<file path="src/rtl/bist_pattern_ctrl_if.sv">
// BIST controller port bundle: run control, CUT stimulus/response and status.
// The master side drives control and response; the slave side is the controller.
interface bist_pattern_ctrl_if;
  logic        start;
  logic        abort;
  logic [7:0]  resp_i;
  logic [7:0]  exp_sig_i;
  logic [11:0] pat_o;
  logic        pat_valid;
  logic        busy;
  logic        done;
  logic        pass;
  logic [7:0]  sig_o;

  modport master (
    output start, abort, resp_i, exp_sig_i,
    input  pat_o, pat_valid, busy, done, pass, sig_o
  );

  modport slave (
    input  start, abort, resp_i, exp_sig_i,
    output pat_o, pat_valid, busy, done, pass, sig_o
  );
endinterface

</file>
<file path="src/rtl/bist_pattern_ctrl.sv">
// Logic BIST controller: 12-bit LFSR pattern source, 8-bit MISR compactor,
// run-length counter and IDLE/RUN/DONE sequencing with abort.
module bist_pattern_ctrl #(
  parameter int          N_PATTERNS = 256,
  parameter logic [11:0] LFSR_SEED  = 12'hACE,
  parameter logic [7:0]  MISR_INIT  = 8'h00
) (
  input logic             clk,
  input logic             rst_n,
  bist_pattern_ctrl_if.slave bus
);

  localparam int CW = $clog2(N_PATTERNS + 1);
  localparam logic [CW-1:0] LAST = CW'(N_PATTERNS - 1);

  typedef enum logic [1:0] {
    IDLE,
    RUN,
    DONE
  } state_e;

  state_e      state_q, state_d;
  logic [11:0] lfsr_q, lfsr_d;
  logic [7:0]  misr_q, misr_d;
  logic [CW-1:0] cnt_q, cnt_d;

  function automatic logic [11:0] lfsr_step(
    input logic [11:0] q
  );
    logic fb;
    fb = q[11] ^ q[5] ^ q[3] ^ q[0];
    return {q[10:0], fb};
  endfunction

  function automatic logic [7:0] misr_step(
    input logic [7:0] m,
    input logic [7:0] r
  );
    logic [7:0] n;
    n[0] = m[7] ^ r[0];
    n[1] = m[0] ^ r[1];
    n[2] = m[1] ^ m[7] ^ r[2];
    n[3] = m[2] ^ m[7] ^ r[3];
    n[4] = m[3] ^ m[7] ^ r[4];
    n[5] = m[4] ^ r[5];
    n[6] = m[5] ^ r[6];
    n[7] = m[6] ^ r[7];
    return n;
  endfunction

  always_comb begin
    state_d = state_q;
    lfsr_d  = lfsr_q;
    misr_d  = misr_q;
    cnt_d   = cnt_q;
    unique case (state_q)
      IDLE: begin
        if (bus.start) begin
          state_d = RUN;
          lfsr_d  = LFSR_SEED;
          misr_d  = MISR_INIT;
          cnt_d   = '0;
        end
      end
      RUN: begin
        if (bus.abort) begin
          state_d = IDLE;
        end else begin
          misr_d = misr_step(misr_q, bus.resp_i);
          cnt_d  = cnt_q + CW'(1);
          // last pattern stays on pat_o through DONE
          if (cnt_q == LAST) state_d = DONE;
          else               lfsr_d  = lfsr_step(lfsr_q);
        end
      end
      DONE: begin
        if (bus.abort) begin
          state_d = IDLE;
        end else if (bus.start) begin
          state_d = RUN;
          lfsr_d  = LFSR_SEED;
          misr_d  = MISR_INIT;
          cnt_d   = '0;
        end
      end
      default: state_d = IDLE;
    endcase
  end

  always_ff @(posedge clk or negedge rst_n) begin
    if (!rst_n) begin
      state_q <= IDLE;
      lfsr_q  <= LFSR_SEED;
      misr_q  <= MISR_INIT;
      cnt_q   <= '0;
    end else begin
      state_q <= state_d;
      lfsr_q  <= lfsr_d;
      misr_q  <= misr_d;
      cnt_q   <= cnt_d;
    end
  end

  assign bus.pat_o     = lfsr_q;
  assign bus.pat_valid = (state_q == RUN);
  assign bus.busy      = (state_q == RUN);
  assign bus.done      = (state_q == DONE);
  assign bus.sig_o     = misr_q;
  assign bus.pass      = (state_q == DONE) && (misr_q == bus.exp_sig_i);

endmodule

</file>
<file path="src/flat_wrapper.sv">
// flat-port wrapper written by rule: the top's interface ports become plain ports
module bist_pattern_ctrl_flat 
#(
  parameter int          N_PATTERNS = 256,
  parameter logic [11:0] LFSR_SEED  = 12'hACE,
  parameter logic [7:0]  MISR_INIT  = 8'h00
)
  (clk, rst_n, bus_start, bus_abort, bus_resp_i, bus_exp_sig_i, bus_pat_o, bus_pat_valid, bus_busy, bus_done, bus_pass, bus_sig_o);
  bist_pattern_ctrl_if bus_i ();
  input logic clk;
  input logic rst_n;
  input wire logic [$bits(bus_i.start)-1:0] bus_start;
  input wire logic [$bits(bus_i.abort)-1:0] bus_abort;
  input wire logic [$bits(bus_i.resp_i)-1:0] bus_resp_i;
  input wire logic [$bits(bus_i.exp_sig_i)-1:0] bus_exp_sig_i;
  output wire logic [$bits(bus_i.pat_o)-1:0] bus_pat_o;
  output wire logic [$bits(bus_i.pat_valid)-1:0] bus_pat_valid;
  output wire logic [$bits(bus_i.busy)-1:0] bus_busy;
  output wire logic [$bits(bus_i.done)-1:0] bus_done;
  output wire logic [$bits(bus_i.pass)-1:0] bus_pass;
  output wire logic [$bits(bus_i.sig_o)-1:0] bus_sig_o;
  assign bus_i.start = bus_start;
  assign bus_i.abort = bus_abort;
  assign bus_i.resp_i = bus_resp_i;
  assign bus_i.exp_sig_i = bus_exp_sig_i;
  assign bus_pat_o = bus_i.pat_o;
  assign bus_pat_valid = bus_i.pat_valid;
  assign bus_busy = bus_i.busy;
  assign bus_done = bus_i.done;
  assign bus_pass = bus_i.pass;
  assign bus_sig_o = bus_i.sig_o;
  bist_pattern_ctrl #(.N_PATTERNS(N_PATTERNS), .LFSR_SEED(LFSR_SEED), .MISR_INIT(MISR_INIT)) u_core (.clk(clk), .rst_n(rst_n), .bus(bus_i));
endmodule
</file>
<file path="config.mk">
export PLATFORM = sky130hd
export DESIGN_NAME = bist_pattern_ctrl_flat
export DESIGN_NICKNAME = d
export VERILOG_FILES = /design/src/rtl/bist_pattern_ctrl_if.sv /design/src/rtl/bist_pattern_ctrl.sv /design/src/flat_wrapper.sv
export SDC_FILE = /design/constraint.sdc
export NUM_CORES = 1
export LEC_CHECK = 0
export BUFFER_PORTS_ARGS = -buffer_cell sky130_fd_sc_hd__buf_2
export CORE_MARGIN = 3
export CORE_UTILIZATION = 51
export DETAILED_ROUTE_END_ITERATION = 10
export GPL_ROUTABILITY_DRIVEN = 0
export HOLD_SLACK_MARGIN = 0.08
export PLACE_DENSITY = 0.85
export REMOVE_ABC_BUFFERS = 1
export SLEW_MARGIN = 20
export SYNTH_ARGS = -nofsm -noshare
export SYNTH_HDL_FRONTEND = slang
export SYNTH_SLANG_ARGS = --single-unit
</file>
<file path="constraint.sdc">
create_clock -name clk -period 2.44 [get_ports clk]
set_input_delay 0 -clock clk [delete_from_list [all_inputs] [get_ports clk]]
set_output_delay 0 -clock clk [all_outputs]
set_load 0.01 [all_outputs]
</file>
---- Word level (Yosys, flattened, before mapping) ----
Index checks and enable logic that the tools add are counted.
word-level totals
  register bits ........................... 31
  input bits .............................. 20
  output and inout port bits .............. 24
cells by class
  $add $sub $neg .......................... 1
  eq/ne operators ......................... 8
  muxes and demuxes ....................... 18
  bitwise gates (word level) .............. 14
  reduce and logical (&&, ||, !) cells .... 5
operators by type and width
  cell                 count
  $mux 12              4
  $pmux 12 s3          1
  $mux 9               3
  $pmux 9 s3           1
  $mux 8               3
  $pmux 8 s3           1
  $xor 1x1->1          14
  $add 9x1->9 const B  1
  $eq 9x8->1 const B   1
  $eq 8x8->1           1
  $mux 2               4
  $ne 2x2->1 const B   3
  $pmux 2 s3           1
  $reduce_and 4->1     1
  $ne 3x2->1 const B   1
  $reduce_and 3->1     1
  $reduce_bool 3->1    1
  $eq 2x1->1 const B   1
  $eq 2x2->1 const B   1
  $logic_not 2->1      1
  $logic_and 1x1->1    1

---- Longest topological paths before layout ----
  depth in word-level cells ............... 6
  depth in mapped cells ................... 8
  mapped depth without buffers ............ 8

---- Least setup slack after synthesis ----
No wires, ideal clock.
  kind .................................... flip-flop to flip-flop
  from .................................... register u_core.cnt_q[0]
  to ...................................... register u_core.lfsr_q[0] (netlist: u_core.bus.pat_o[0])
  setup time .............................. 0.077 ns
  arrival time ............................ 2.023 ns
  required time ........................... 2.363 ns
  path slack .............................. 0.340 ns
  stages on the path, launching flop included .. 9
  path buffers ............................ 1
  cell sequence ........................... dfrtp_1 > ha_1 > nand3_1 > nor2_1 > ha_1 > or4b_1 > clkbuf_2 > or3_1 > a21oi_1
between the ends
  longest elaborated chain between the ends .. 3
ends and longest elaborated chain
  element                            line                      RTL
  from (decl)                        bist_pattern_ctrl.sv:25   logic [CW-1:0] cnt_q, cnt_d;
  from (signal assigned)             bist_pattern_ctrl.sv:100  cnt_q <= cnt_d;
  $eq 9x8->1                         bist_pattern_ctrl.sv:72   if (cnt_q == LAST) state_d = DONE;
  $ne 2x2->1 (no source line)        --
  $reduce_and 4->1 (no source line)  --
  to (signal assigned)               bist_pattern_ctrl.sv:98   lfsr_q <= lfsr_d;
  to (decl)                          bist_pattern_ctrl.sv:23   logic [11:0] lfsr_q, lfsr_d;
Every way passes these cells.
A chain may end at the register's enable or synchronous reset.

---- Worst setup path in the final report ----
Same ends and word-level chain as after synthesis.

==> results by group <==
Clock tree
  – Maximum clock path buffer count: 2
  – Clk_lat worst skew: 0.33 ns
  – Clock sinks: 31
  – CTS Hold Bufs: 8
  – Post-cts repair resize count: 0
  – Setup Fix Bufs, Post-CTS: 0
  – CTS H-Tree Depth: 2
  – CTS tree: built
  – CTS clock-pin slew for the worst setup and hold paths: 0.09 ns
  – Number of buffers created by CTS: 5
  – Root buffer cell: sky130_fd_sc_hd__clkbuf_4

Synthesis
  – Proportion of register bits with asynchronous set or reset after synthesis: 1.00
  – Average size of a mapped cell: 11.2 µm²
  – Number of synthesis warnings: 0
  – Proportion of netlist area held by the largest area contributor: 0.379
  – Flip-flop and latch count after synthesis: 31
  – Cell type with the highest aggregate area in the netlist: sky130_fd_sc_hd__dfrtp_1
  – Gate count of the mapped netlist: 142
  – Most frequently used flop master after synthesis: sky130_fd_sc_hd__dfrtp_1
  – Sequential cell area fraction in the yosys report: 0.495
  – Post-synth EDFFs: 0
  – Synth area leaders: sky130_fd_sc_hd__dfrtp_1, sky130_fd_sc_hd__dfstp_2, sky130_fd_sc_hd__xnor2_1, sky130_fd_sc_hd__a22o_1, sky130_fd_sc_hd__a21oi_1
  – Distinct cell type count of the synthesized netlist: 39
  – Synthesized cell area: 0.00159 mm²

Route
  – Routed via count divided by cell count: 5.81
  – Drt first pass iters: 4
  – Number of design-rule violations left by the first detailed-router iteration: 56
  – DRC violation count after routing: 0
  – Total vias in the final route: 1308
  – Final routed wirelength across all metal layers: 3380 µm
  – Per-cell routed wire length: 15.0 µm
  – Detail Route Antenna Nets: 0

STA
  – RSZ-0062 raised after global routing: no
  – Fin Clk Skew: 0.00844 ns
  – Max Freq: 442 MHz
  – Slew @ Worst Pin: 0.792 ns
  – Final Max Slew Viols: 0
  – Final clock period utilization by the worst path: 0.927
  – Fin. Hold Viols: 0
  – Final Critical Period: 2.26 ns
  – Max_slew headroom: 0.472
  – Setup TNS: 0 ns
  – Total setup violations reported at the end of the flow: 0

Outcome
  – Status: finished, final reports clean

Floorplanning
  – I/O pin count: 44
  – Initial core utilization: 0.556
  – Full die area: 0.00381 mm²
  – Core area: 0.00285 mm²
  – Num rows: 19
  – Chip height: 61.8 µm
  – Die width: 61.8 µm

GRT
  – Initial antenna violation count: 0
  – First-pass GRT wire length: 5400 µm
  – Remaining global-route overflow: 0
  – GR Util All Layers: 0.200
  – Number of global-route vias before repair: 1222
  – Maximum number of pins on one net before global-route repair: 32

Cells and area
  – Fraction of layout instances using a drive strength above 1: 0.330
  – # fillers: 233
  – Area growth from synthesis to layout: 23.5%
  – Non-filler cells, final: 225
  – # diodes: 0
  – Number of nets in the final layout: 215

Power and ir drop
  – Leakage power total: 0.000935 µW
  – Power Dens Cells: 792 mW/mm²
  – Worst ir drop on vdd: 0.000427 V

Setup path
  – Data arrival time at the worst-slack endpoint: 2.53 ns
  – Worst Setup End Kind: register
  – Required time reported for the critical path endpoint: 2.70 ns
  – Kind of critical path: register to register
  – Element type at the critical path start: register
  – Critical path peak fanout: 8
  – Depth of the worst register-to-register path: 7

Min path
  – Hold path depth: 4
  – Type of the most critical hold path: input port to register

Placed design
  – Count of port buffers added during placement: 43
  – DPL Wire Length: 2480 µm
  – Number of placed cells counting well taps: 209

Job
  – Maximum capacitance violations: 0
## cell usage in the layout (no fill, tap or decap), types with 4 or more instances in the layout
| cell type | netlist | routed |
|---|---|---|
| sky130_fd_sc_hd__dfstp_2 | 7 | 7 |
| sky130_fd_sc_hd__dfrtp_1 | 24 | 24 |
| sky130_fd_sc_hd__inv_1 | 8 | 8 |
| sky130_fd_sc_hd__a22o_1 | 13 | 13 |
| sky130_fd_sc_hd__clkbuf_4 | 0 | 5 |
| sky130_fd_sc_hd__nor4b_1 | 4 | 4 |
| sky130_fd_sc_hd__xnor2_1 | 14 | 14 |
| sky130_fd_sc_hd__dlygate4sd3_1 | 0 | 8 |
| sky130_fd_sc_hd__a21oi_1 | 10 | 10 |
| sky130_fd_sc_hd__buf_2 | 2 | 43 |
| sky130_fd_sc_hd__nand4_1 | 4 | 4 |
| sky130_fd_sc_hd__xor2_1 | 5 | 5 |
| sky130_fd_sc_hd__o21ai_0 | 5 | 5 |
## layout make-up
type	count	area, µm²	area share
clock buffers	8	68.8	0.0351
repair buffers	52	303	0.155
inverters	8	30.0	0.0153
flip-flops and latches	31	785	0.401
multi-input cells	95	733	0.374
well taps	31	38.8	0.0198
## sequential cells by signal (all words and copies together) (netlist names)
register          flops
u_core.cnt_q          9
u_core.state_q        2
u_core.bus.sig_o      8
u_core.bus.pat_o     12
## cells in the mapped netlist (2+ instances only)
library cell,n
sky130_fd_sc_hd__o31ai_1,2
sky130_fd_sc_hd__dfrtp_1,24
sky130_fd_sc_hd__o21ai_0,5
sky130_fd_sc_hd__a21oi_1,10
sky130_fd_sc_hd__buf_2,2
sky130_fd_sc_hd__nor2_1,3
sky130_fd_sc_hd__dfstp_2,7
sky130_fd_sc_hd__nand4_1,4
sky130_fd_sc_hd__a22o_1,13
sky130_fd_sc_hd__or4_1,2
sky130_fd_sc_hd__o22a_2,2
sky130_fd_sc_hd__nor4b_1,4
sky130_fd_sc_hd__clkbuf_1,4
sky130_fd_sc_hd__ha_1,2
sky130_fd_sc_hd__xor2_1,5
sky130_fd_sc_hd__nor2b_1,3
sky130_fd_sc_hd__inv_1,8
sky130_fd_sc_hd__mux2i_1,2
sky130_fd_sc_hd__xnor2_1,14
sky130_fd_sc_hd__or3_1,3
sky130_fd_sc_hd__nand2_1,3
sky130_fd_sc_hd__nand3_1,3
## cell families after synthesis
family / share of synthesized area
compound gates: 0.166
simple gates: 0.142
flops: 0.495
xor+xnor: 0.119
buf+inv: 0.0426
mux: 0.0197
fa+ha+maj: 0.0158
## metrics by stage
stage	hold slack, ns	worst slack, ns	instance area, µm²	utilization	power [µW]
2_1_floorplan	-0.296	0.347	1550	-	1030
3_3_place_gp	0.0563	0.277	1810	0.634	1190
3_5_place_dp	0.0708	0.195	1810	0.634	1220
4_1_cts	0.0991	0.178	1960	0.686	1570
5_1_grt	0.127	0.0917	1960	0.686	1650
6_report	0.0982	0.177	1960	0.686	1550
## where the power goes
| part | switching [µW] | total (µW) | internal, µW |
|---|---|---|---|
| logic | 218 | 472 | 254 |
| clock network | 166 | 335 | 169 |
| registers | 121 | 744 | 624 |
## layer usage
layer / global-route usage / routed length [µm]
met2: 0.323 / 1710
met4: 0.0727 / 54
met5: 0 / 0
met1: 0.250 / 1390
met3: 0.0682 / 232
## worst paths after layout
path	from	endpoint	slack, ns
setup / recovery	u_core.cnt_q[0]	u_core.bus.pat_o[0]	0.18
hold / removal	bus_resp_i[4]	u_core.bus.sig_o[4]	0.1
setup reg to reg	u_core.cnt_q[0]	u_core.bus.pat_o[0]	0.18
hold reg to reg	u_core.bus.pat_o[1]	u_core.bus.pat_o[1]	0.48
max in group asynchronous	rst_n	u_core.state_q[1]	1.78
min in group asynchronous	rst_n	u_core.bus.pat_o[10]	0.23
## critical path, stage by stage, from the launching register on
cell and delay [ns]:
sky130_fd_sc_hd__dfrtp_1 0.41, sky130_fd_sc_hd__ha_1 0.25, sky130_fd_sc_hd__nand3_1 0.09, sky130_fd_sc_hd__nor2_1 0.04
sky130_fd_sc_hd__ha_1 0.22, sky130_fd_sc_hd__or4b_1 0.63, sky130_fd_sc_hd__or3_1 0.39, sky130_fd_sc_hd__a21oi_1 0.16
Power figures use the tool's default switching activity.
